$ cat src/rtl/mem_byte_sequencer.sv
// Load/store front-end that serialises 8/16/32-bit requests into single-byte memory beats.
// Optional macro MISALIGN_TRAP_EN: misaligned half/word requests return resp_err instead of accessing memory.
module mem_byte_sequencer #(
   parameter int ADDR_W = 32,
   parameter int DATA_W = 32
) (
   input  logic              clk,
   input  logic              reset,
   input  logic              req_valid,
   output logic              req_ready,
   input  logic              req_write,
   input  logic [1:0]        req_size,
   input  logic              req_signed,
   input  logic [ADDR_W-1:0] req_addr,
   input  logic [DATA_W-1:0] req_wdata,
   output logic              resp_valid,
   input  logic              resp_ready,
   output logic [DATA_W-1:0] resp_rdata,
   output logic              resp_err,
   output logic              memWrite,
   output logic              memRead,
   output logic [ADDR_W-1:0] mem_addr,
   output logic [7:0]        mem_dataIn,
   input  logic [7:0]        mem_dataOut
);

   typedef enum logic [1:0] {IDLE, XFER, RESP} state_t;

   state_t            state;
   logic              write_q;
   logic              signed_q;
   logic [1:0]        last_q;   // index of final beat: 0, 1 or 3
   logic [1:0]        cnt;
   logic [ADDR_W-1:0] addr_q;
   logic [DATA_W-1:0] wdata_q;
   logic [DATA_W-1:0] acc;
   logic [DATA_W-1:0] acc_nx;
   logic [1:0]        cnt_nx;
   logic [1:0]        req_last;

   function automatic logic [DATA_W-1:0] extend(input logic [DATA_W-1:0] a,
                                                input logic [1:0] last,
                                                input logic sg);
      case (last)
         2'd0:    extend = sg ? {{24{a[7]}}, a[7:0]}   : {24'h0, a[7:0]};
         2'd1:    extend = sg ? {{16{a[15]}}, a[15:0]} : {16'h0, a[15:0]};
         default: extend = a;
      endcase
   endfunction

   always_comb begin
      acc_nx = acc;
      acc_nx[{cnt, 3'b000} +: 8] = mem_dataOut;
      cnt_nx = cnt + 2'd1;
      case (req_size)
         2'b00:   req_last = 2'd0;
         2'b01:   req_last = 2'd1;
         default: req_last = 2'd3;
      endcase
   end

`ifdef MISALIGN_TRAP_EN
   logic misalign;
   assign misalign = (req_size == 2'b01 && req_addr[0]) ||
                     (req_size[1] && req_addr[1:0] != 2'b00);
`else
   assign resp_err = 1'b0;
`endif

   assign req_ready = (state == IDLE);

   // Memory-side outputs are registered so they settle well before the memory's negedge write.
   always_ff @(posedge clk) begin
      if (!reset) begin
         state      <= IDLE;
         cnt        <= 2'd0;
         write_q    <= 1'b0;
         signed_q   <= 1'b0;
         last_q     <= 2'd0;
         addr_q     <= '0;
         wdata_q    <= '0;
         acc        <= '0;
         resp_valid <= 1'b0;
         resp_rdata <= '0;
         memWrite   <= 1'b0;
         memRead    <= 1'b0;
         mem_addr   <= '0;
         mem_dataIn <= 8'h00;
`ifdef MISALIGN_TRAP_EN
         resp_err   <= 1'b0;
`endif
      end else begin
         case (state)
            IDLE: if (req_valid) begin
               write_q  <= req_write;
               signed_q <= req_signed;
               last_q   <= req_last;
               addr_q   <= req_addr;
               wdata_q  <= req_wdata;
               acc      <= '0;
               cnt      <= 2'd0;
`ifdef MISALIGN_TRAP_EN
               if (misalign) begin
                  state      <= RESP;
                  resp_valid <= 1'b1;
                  resp_rdata <= '0;
                  resp_err   <= 1'b1;
               end else
`endif
               begin
                  state      <= XFER;
                  memWrite   <= req_write;
                  memRead    <= ~req_write;
                  mem_addr   <= req_addr;
                  mem_dataIn <= req_wdata[7:0];
               end
            end
            XFER: begin
               if (!write_q) acc <= acc_nx;
               if (cnt == last_q) begin
                  state      <= RESP;
                  memWrite   <= 1'b0;
                  memRead    <= 1'b0;
                  resp_valid <= 1'b1;
                  resp_rdata <= write_q ? '0 : extend(acc_nx, last_q, signed_q);
               end else begin
                  cnt        <= cnt_nx;
                  // low nibble wraps; upper address bits never see a carry
                  mem_addr   <= {addr_q[ADDR_W-1:4], addr_q[3:0] + {2'b00, cnt_nx}};
                  mem_dataIn <= wdata_q[{cnt_nx, 3'b000} +: 8];
               end
            end
            RESP: if (resp_ready) begin
               state      <= IDLE;
               resp_valid <= 1'b0;
               resp_rdata <= '0;
`ifdef MISALIGN_TRAP_EN
               resp_err   <= 1'b0;
`endif
            end
            default: state <= IDLE;
         endcase
      end
   end

endmodule

$ cat config.mk
export PLATFORM = sky130hd
export DESIGN_NAME = mem_byte_sequencer
export DESIGN_NICKNAME = d
export VERILOG_FILES = /design/src/rtl/mem_byte_sequencer.sv
export SDC_FILE = /design/constraint.sdc
export NUM_CORES = 1
export LEC_CHECK = 0
export CORE_MARGIN = 5
export CORE_UTILIZATION = 40
export CTS_CLUSTER_SIZE = 40
export DETAILED_ROUTE_END_ITERATION = 7
export DONT_BUFFER_PORTS = 1
export PLACE_DENSITY = 0.62
export SLEW_MARGIN = 20
export SYNTH_ARGS = -nofsm -noshare
export SYNTH_HDL_FRONTEND = slang
export SYNTH_SLANG_ARGS = --single-unit
$ cat constraint.sdc
create_clock -name clk -period 6.1 [get_ports clk]
set_clock_uncertainty 0.1 [all_clocks]
set_input_delay 1.525 -clock clk [delete_from_list [all_inputs] [get_ports clk]]
set_output_delay 1.525 -clock clk [all_outputs]
set_load 0.02 [all_outputs]
## Yosys cells after proc, flatten, opt, wreduce, memory -nomap -nowiden

Index checks and enable logic that the tools add are counted.

- Register bits after elaboration: 179
- Logic and storage cells: 75
- Output and inout bits: 77
- Bits of input ports: 80

- Reductions and logical operators: 11
- Mux-type cells: 33
- Equal/unequal tests: 10
- Bitwise gates (word level): 1
- Shift operators: 3
- Add/sub/neg operators: 3

Operator list:

| cell | number |
|---|---|
| 32-bit two-way mux | 9 |
| 32-bit one-hot mux with 2 select lines | 4 |
| 32-bit bitwise mux | 1 |
| 8-bit by 7-bit variable shift with 32-bit output (first input constant) | 1 |
| 32-bit by 6-bit variable part select with 8-bit output | 1 |
| 8-bit by 7-bit variable part select with 32-bit output | 1 |
| 8-bit two-way mux | 2 |
| 8-bit one-hot mux with 2 select lines | 1 |
| 3-bit AND reduction | 5 |
| 2-bit two-way mux | 5 |
| 2-bit != test (second input constant) | 5 |
| 2-bit one-hot mux with 2 select lines | 2 |
| 5-bit negator with 7-bit output | 1 |
| 2-bit by 1-bit equality test with 1-bit output (second input constant) | 3 |
| 2-bit logical NOT | 3 |
| 1-bit one-hot mux with 2 select lines | 3 |
| 2-bit one-hot mux with 3 select lines | 1 |
| 1-bit two-way mux | 5 |
| 4-bit by 2-bit adder with 4-bit output | 1 |
| 2-bit nonzero test | 2 |
| 2-bit by 1-bit adder with 2-bit output (second input constant) | 1 |
| 2-bit equality test | 1 |
| 2-bit equality test (second input constant) | 1 |
| 2-bit AND reduction | 1 |
| 1-bit NOT | 1 |

## Longest topological paths before layout

Gate-level depths: netlist (run 1).

- Word-level depth: 8
- Mapped depth: 10
- Mapped depth without buffers: 7

## Worst setup path after synthesis (run 1)

No wires, ideal clock.

- Path type: in2reg
- Start: in req_valid
- End: reg mem_addr[3]
- Stages on the path: 6
- Library setup time: 0.116 ns
- Required time: 5.884 ns
- Setup slack: 3.311 ns
- Buffers on the path: 2
- Arrival time: 2.572 ns
- Cell sequence: or3b_2 buf_2 buf_6 nand3_1 o21ai_0 a31o_2

- Cells in the longest elaborated chain, start to end: 2

Ends and longest elaborated chain:

| item | RTL line | RTL |
|---|---|---|
| start, declared | 9 | `input logic req_valid,` |
| 2-bit != test (no line) | - |  |
| 3-bit AND reduction (no line) | - |  |
| end signal, assigned | 114 | `mem_addr <= req_addr;` |
| end signal, assigned | 129 | `mem_addr <= {addr_q[ADDR_W-1:4], addr_q[3:0] + {2'b00, cnt_nx}};` |
| end, declared | 22 | `output logic [ADDR_W-1:0] mem_addr,` |

No other way between the ends.
A chain may end at the register's enable or synchronous reset.

## Worst setup path after layout (run 1)

- Start: reg cnt[0]
- End: reg resp_rdata[17]

- Cells in the longest elaborated chain, start to end: 8
- Elaborated cells on any way between the ends: 13
- Classes of those cells: 1 x add/sub; 2 x eq/ne; 2 x shift; 7 x mux; 1 x reduce/logical

Ends and longest elaborated chain:

| item | RTL line | RTL |
|---|---|---|
| start, declared | 33 | `logic [1:0] cnt;` |
| start signal, assigned | 127 | `cnt <= cnt_nx;` |
| 5-bit negator with 7-bit output | 53 | `acc_nx[{cnt, 3'b000} +: 8] = mem_dataOut;` |
| 8-bit by 7-bit variable part select with 32-bit output or 8-bit by 7-bit variable shift with 32-bit output (tied branches) | 53 |  |
| 32-bit bitwise mux | 53 |  |
| 32-bit two-way mux, on equally long branches | 46, 45 |  |
| 32-bit one-hot mux with 2 select lines | 44 | `case (last)` |
| 32-bit two-way mux | 125 | `resp_rdata <= write_q ? '0 : extend(acc_nx, last_q, signed_q);` |
| 32-bit two-way mux | 120 | `if (cnt == last_q) begin` |
| 32-bit one-hot mux with 2 select lines | 93 | `case (state)` |
| end signal, assigned | 125 |  |
| end, declared | 18 | `output logic [DATA_W-1:0] resp_rdata,` |

Parallel ways exist; a longest one is shown, timed or not. The select of a mux whose other input is x is not followed.

==> impl_metrics.csv, run 1 <==
group,metric,value,unit
logic_synthesis,synth_area_leaders,"dfxtp_1 46%, nand2_1 7.6%, a21boi_0 6.6%",
route,drc,0,
global_route,grt_pass1_vias,5616,
floorplanning,core_area,19400,um2
run,maxCapViolCount,0,
critical_path,cp_data_required_time,6360,ps
critical_path,critPathMaxFanout,27,
clock_network,root_buffer,"clkbuf_16",
timing,finalHoldViolCount,0,
placed_design,dp_slack,2840,ps
route,routedWlPerCell,18.7,um
timing,fmax,310,MHz
logic_synthesis,ys_ff_latch,179,
global_route,grt.total_usage,17.7,%
floorplanning,num_rows,51,
logic_synthesis,synth.cell_area,7870,um2
finish,drive_gt1_share,9.63,%
critical_path,critPathLaunch,"cnt[0]",
logic_synthesis,synthCells,846,
clock_network,clk_latency,430,ps
route,vias,5880,
timing,fin_crit,3220,ps
route,drtIter0Drc,484,
floorplanning,die_area,22600,um2
placed_design,dp_hpwl,13000,um
critical_path,r2r_slack,2880,ps
critical_path,worst_setup_path_end_kind,"register",
placed_design,numPortBuffers,0,
logic_synthesis,synth_fa_ha_area_share,1.37,%
run_status,status,"finished clean",
critical_path,r2r-start,"cnt[0]",
clock_network,clock-sinks,179,
logic_synthesis,ys_warn_count,0,
clock_network,cts_tree,"built",
logic_synthesis,synth_ff_type,"dfxtp_1",
finish,nFillCells,1943,
route,firstDrtPassIters,4,
clock_network,cts_resized,0,
finish,fin_util,43.9,%
finish,antenna_cells,0,
logic_synthesis,synth_seq_area_share,45.5,%
worst_hold_path,min_path_cells,2,
power,ir_drop,0.000218,V
timing,setup_viol,0,
logic_synthesis,synth_compound_area_share,25.2,%
logic_synthesis,ys_types,60,
timing,maxSlewHeadroom,41.9,%
critical_path,critical_path_class,"register to register",
logic_synthesis,synth_area_per_cell,9.30,um2
logic_synthesis,synth_xor_area_share,0.763,%
clock_network,h-tree-depth,4,
power,p_per_area,321,nW/um2
timing,tns,0,ps
floorplanning,die_h,150,um
clock_network,cts.clk_slew.worst_paths,60,ps
logic_synthesis,syn_nets,934,
placed_design,dp_cells,1042,
placed_design,place_area,7930,um2
logic_synthesis,synthMuxAreaShare,6.38,%
clock_network,cts_made_buffers,17,
critical_path,r2r_end,"resp_rdata[17]",
timing,report.final.slew_viol_count,0,
route,drt_wl_total,20100,um
logic_synthesis,synth_top_family_by_area,"compound AO/OA/AOI/OAI gates",
finish,syn_to_final_growth,8.30,%
placed_design,gp_congestion,0.764,
logic_synthesis,synth-simple-area-share,15.7,%
floorplanning,ios,157,
logic_synthesis,async_flop_share,0,%
clock_network,postCtsHoldBufs,0,
power,power_leakage,0.00351,uW
finish,layout.cells.non_filler,1075,
timing,period_share,52.9,%
floorplanning,initial_core_util,40.6,%
finish,nets,885,
floorplanning,die_w,150,um
global_route,grt-ovfl-total,0,
critical_path,cp.arrival,3480,ps
clock_network,cts_setup_buffers,0,
route,ant_nets,0,
clock_network,clk_path_buf_depth,2,
critical_path,cp-start-kind,"register",
logic_synthesis,synth_top_area_share,45.5,%
global_route,grt_max_degree,158,
timing,tightest_slew,871,ps
logic_synthesis,yosysTopAreaCell,"dfxtp_1",
critical_path,rr_worst_depth,6,
finish,final_cell_area,8520,um2
timing,layout_setup_ws,2880,ps
timing,rsz0062_at_grt,"no",
logic_synthesis,synth_edf_count,0,
route,viasPerCell,5.47,
global_route,grt_pass1_wl,31700,um
global_route,antenna_found_initial,0,
worst_hold_path,hold_path_class,"register to register",
critical_path,endpoint,"resp_rdata[17]",
-- registers in the layout, summed over array words and instances, names as in the netlist, 2 cells and up --
| signal | flops |
|---|---|
| last_q | 2 |
| state | 2 |
| addr_q | 32 |
| cnt | 2 |
| mem_addr | 32 |
| resp_rdata | 32 |
| acc | 32 |
| mem_dataIn | 8 |
| wdata_q | 32 |
-- layer usage --
metal | global-route usage (%) | share of wire (%)
met1 | 23.0 | 44
met2 | 26.5 | 44
met3 | 7.80 | 9.9
met4 | 5.35 | 1.4
met5 | 0 | 0
-- kinds of logic after synthesis --
group           count (synthesis)
flops                         179
compound gates                258
simple gates                  261
other cells                     1
fa+ha+maj                       8
xor+xnor                        6
buf+inv                        85
mux                            48
-- cell type report --
| class | count | area (um2) | area share (%) |
|---|---|---|---|
| well taps | 265 | 332 | 3.89 |
| inverters | 8 | 30.0 | 0.352 |
| clock buffers | 20 | 447 | 5.24 |
| multi-input cells | 582 | 3930 | 46.1 |
| flip-flops and latches | 179 | 3580 | 42.0 |
| clock inverters | 12 | 118 | 1.38 |
| repair buffers | 9 | 87.6 | 1.03 |
-- how the worst min path moves through the flow --
stage          startpoint         end
2_1_floorplan     acc[10]     acc[10]
3_3_place_gp      acc[12]     acc[12]
3_5_place_dp       acc[9]      acc[9]
4_1_cts        wdata_q[1]  wdata_q[1]
5_1_grt            acc[8]      acc[8]
6_report       wdata_q[1]  wdata_q[1]
-- placed cells by master, fill, tap and decap left out, drive strengths merged, types with 8 or more instances in the layout --
| cell | netlist | final |
|---|---|---|
| a32oi | 8 | 8 |
| a21boi | 69 | 69 |
| nand2 | 161 | 161 |
| inv | 8 | 13 |
| o211a | 30 | 30 |
| a22oi | 49 | 49 |
| o21ai | 45 | 45 |
| clkbuf | 35 | 20 |
| mux2i | 31 | 31 |
| mux2 | 17 | 17 |
| nor3 | 16 | 16 |
| nor2 | 15 | 15 |
| buf | 42 | 9 |
| nor2b | 38 | 38 |
| dfxtp | 179 | 179 |
| a22o | 21 | 21 |
-- synth_stat cells (all sizes together), types with 15 or more instances --
master  instances
a21boi         69
a22o           21
a22oi          49
buf            42
clkbuf         35
dfxtp         179
mux2           17
mux2i          31
nand2         161
nor2           15
nor2b          38
nor3           16
o211a          30
o21ai          45
-- through the flow --
step | hold WS, ps | power (uW)
final | 361 | 2730
after global routing | 383 | 2850
after CTS | 364 | 2760
after detailed placement | 349 | 1710
after global placement | 345 | 1700
after floorplan | 333 | 1640
-- power by group --
part	switching [uW]	leakage, uW	internal, uW
clock	505	0.000268	548
sequential	114	0.00146	1250
combinational	190	0.00178	128
total	809	0.00351	1920
-- worst max-delay path: stages (launching register included) --
cell and delay [ps]:
dfxtp_1 890, inv_1 280, ha_1 390, buf_4 250, o32ai_1 570, o2111ai_2 470
nand2_1 190
(Power assumes the default switching activity.)
==> run 2: changes to the inputs <==
--- a/config.mk
+++ b/config.mk
@@ -10,7 +10,7 @@
 export CTS_CLUSTER_SIZE = 40
 export DETAILED_ROUTE_END_ITERATION = 7
 export DONT_BUFFER_PORTS = 1
-export PLACE_DENSITY = 0.62
+export PLACE_DENSITY = 0.64
 export SLEW_MARGIN = 20
 export SYNTH_ARGS = -nofsm -noshare
 export SYNTH_HDL_FRONTEND = slang
==> constraint.sdc (replaced) <==
create_clock -name clk -period 2.9 [get_ports clk]
set_clock_uncertainty 0.1 [all_clocks]
set_input_delay 0.725 -clock clk [delete_from_list [all_inputs] [get_ports clk]]
set_output_delay 0.725 -clock clk [all_outputs]
set_load 0.02 [all_outputs]
==> run 2 against run 1 <==
Compared with the run above: final area up 1.2%; setup slack got worse by 2400 ps; non-clock buffer count rose by 13; sequential share of layout area fell by 0.52 points; register-to-register slack lost 2400 ps; utilization grew 0.55 points; sequential cell count did not move; worst hold slack got worse by 45 ps; largest cell class unchanged; highest routed layer unchanged.
==> impl_metrics.csv, run 2 (synthesis gave the netlist of run 1 again) <==
group,metric,value,unit
global_route,use_met1,22.8,%
global_route,grt.busiest_layer,"met2",
power,power,5810,uW
timing,report.final.slew_viol_count,0,
power,swShare,30.1,%
worst_hold_path,worstHoldStart,"reset",
critical_path,critPathMaxFanout,16,
floorplanning,ios,157,
route,drc,0,
global_route,antenna_found_initial,0,
timing,period_share,83.7,%
route,routedWlPerCell,18.2,um
placed_design,dp_slack,458,ps
run,maxCapViolCount,0,
route,drt_wl_total,19800,um
clock_network,cts_resized,0,
critical_path,r2r_slack,470,ps
finish,nets,898,
floorplanning,die_area,22600,um2
power,sequentialPowerShare,49.2,%
clock_network,cts_setup_buffers,0,
route,vias,5862,
timing,maxSlewHeadroom,51.7,%
placed_design,gp_congestion,0.780,
timing,layout_setup_ws,472,ps
timing,setup_viol,0,
placed_design,numPortBuffers,0,
clock_network,clock-sinks,179,
clock_network,root_buffer,"clkbuf_16",
floorplanning,die_h,150,um
finish,final-seq-area,3580,um2
timing,tightest_slew,724,ps
route,firstDrtPassIters,4,
timing,fin_crit,2430,ps
global_route,grt_max_degree,158,
route,viasPerCell,5.39,
power,p_int,4070,uW
clock_network,postCtsHoldBufs,0,
clock_network,cts_made_buffers,17,
worst_hold_path,min_to,"mem_addr[8]",
power,p_switching,1750,uW
run_status,status,"finished clean",
route,drtIter0Drc,362,
floorplanning,initial_core_util,40.6,%
clock_network,clk_path_buf_depth,2,
critical_path,r2r-start,"cnt[0]",
finish,nFillCells,1929,
power,power_frac_clock,38.9,%
power,p_per_area,674,nW/um2
timing,finalHoldViolCount,0,
timing,fmax,412,MHz
finish,syn_to_final_growth,9.65,%
power,combinationalPowerShare,12.0,%
critical_path,r2r_end,"resp_rdata[30]",
clock_network,clk_latency,430,ps
timing,tns,0,ps
timing,rsz0062_at_grt,"no",
placed_design,dp_hpwl,13100,um
critical_path,rr_worst_depth,6,
critical_path,cp.arrival,2680,ps
critical_path,cp_data_required_time,3160,ps
global_route,grt-ovfl-total,0,
clock_network,cts_tree,"built",
power,power_leakage,0.00359,uW
floorplanning,die_w,150,um
finish,fin_util,44.5,%
global_route,use_met2,26.1,%
finish,final_cell_mix,"179 x dfxtp_1, 160 x nand2_1, 69 x a21boi_0",
global_route,grt_use_met3,7.80,%
finish,multi_input_area,3920,um2
floorplanning,num_rows,51,
finish,drive_gt1_share,11.2,%
route,ant_nets,0,
critical_path,worst_setup_path_end_kind,"register",
global_route,grt.total_usage,17.4,%
global_route,grt_pass1_vias,5536,
power,ir_drop,0.000416,V
critical_path,critical_path_class,"register to register",
clock_network,h-tree-depth,4,
floorplanning,core_area,19400,um2
critical_path,critPathLaunch,"cnt[0]",
global_route,grt_pass1_wl,31200,um
clock_network,cts.clk_slew.worst_paths,80,ps
finish,final_common_cell,"dfxtp_1",
critical_path,cp-start-kind,"register",
worst_hold_path,min_path_cells,1,
worst_hold_path,hold_path_class,"input port to register",
finish,antenna_cells,0,
==> run 2: cell count changes in the layout (fill, tap and decap cells not counted), moves of 2 or more <==
| cell | delta |
|---|---|
| clkbuf_1 | -2 |
| buf_4 | +13 |
| inv_6 | -3 |
| inv_8 | +5 |
| clkinv_4 | -2 |
==> run 2: worst max-delay path by stage <==
stage / to / slack [ps]
detailed placement: resp_rdata[22] / 460
finish: resp_rdata[30] / 470
floorplan: mem_dataIn[1] / 130
global route: resp_rdata[27] / 210
global placement: resp_rdata[22] / 570
CTS: resp_rdata[22] / 450
==> run 2: power groups by stage <==
| stage | clock [uW] | combinational, uW | sequential (uW) |
|---|---|---|---|
| global route | 2440 | 782 | 2880 |
| floorplan | 0 | 590 | 2870 |
| global placement | 0 | 697 | 2920 |
| detailed placement | 0 | 703 | 2920 |
| CTS | 2330 | 705 | 2860 |
| finish | 2260 | 695 | 2860 |
==> run 2: final cells by class <==
type                            instances  share of cell area (%)
Tap cell                              265                    3.84
Clock buffer                           17                    4.93
Timing Repair Buffer                   22                    2.06
Clock inverter                         15                    1.84
Inverter                                8                   0.348
Sequential cell                       179                    41.5
Multi-Input combinational cell        582                    45.5
==> run 2: worst max-delay path, stage by stage, from the launching register on <==
cell and delay (ps):
dfxtp_1 430, inv_1 150, ha_1 340, buf_4 170, o32ai_1 520, o2111ai_2 460
nand2_1 180
==> run 2: per-layer routing <==
layer,share of wire [%],wire length (um),up-vias
met1,45,8810,2767
li1,-,-,2946
met2,45,8940,137
met3,9.5,1870,12
met5,0,0,-
met4,0.75,148,0
==> run 2: per-stage QoR <==
stage                     hold WS (ps)  cells  cell area, um2
final                              316   1088            8630
after global routing               295   1088            8630
after CTS                          303   1088            8630
after detailed placement           349   1056            8050
after global placement             345   1056            8050
after floorplan                    333    846            7870
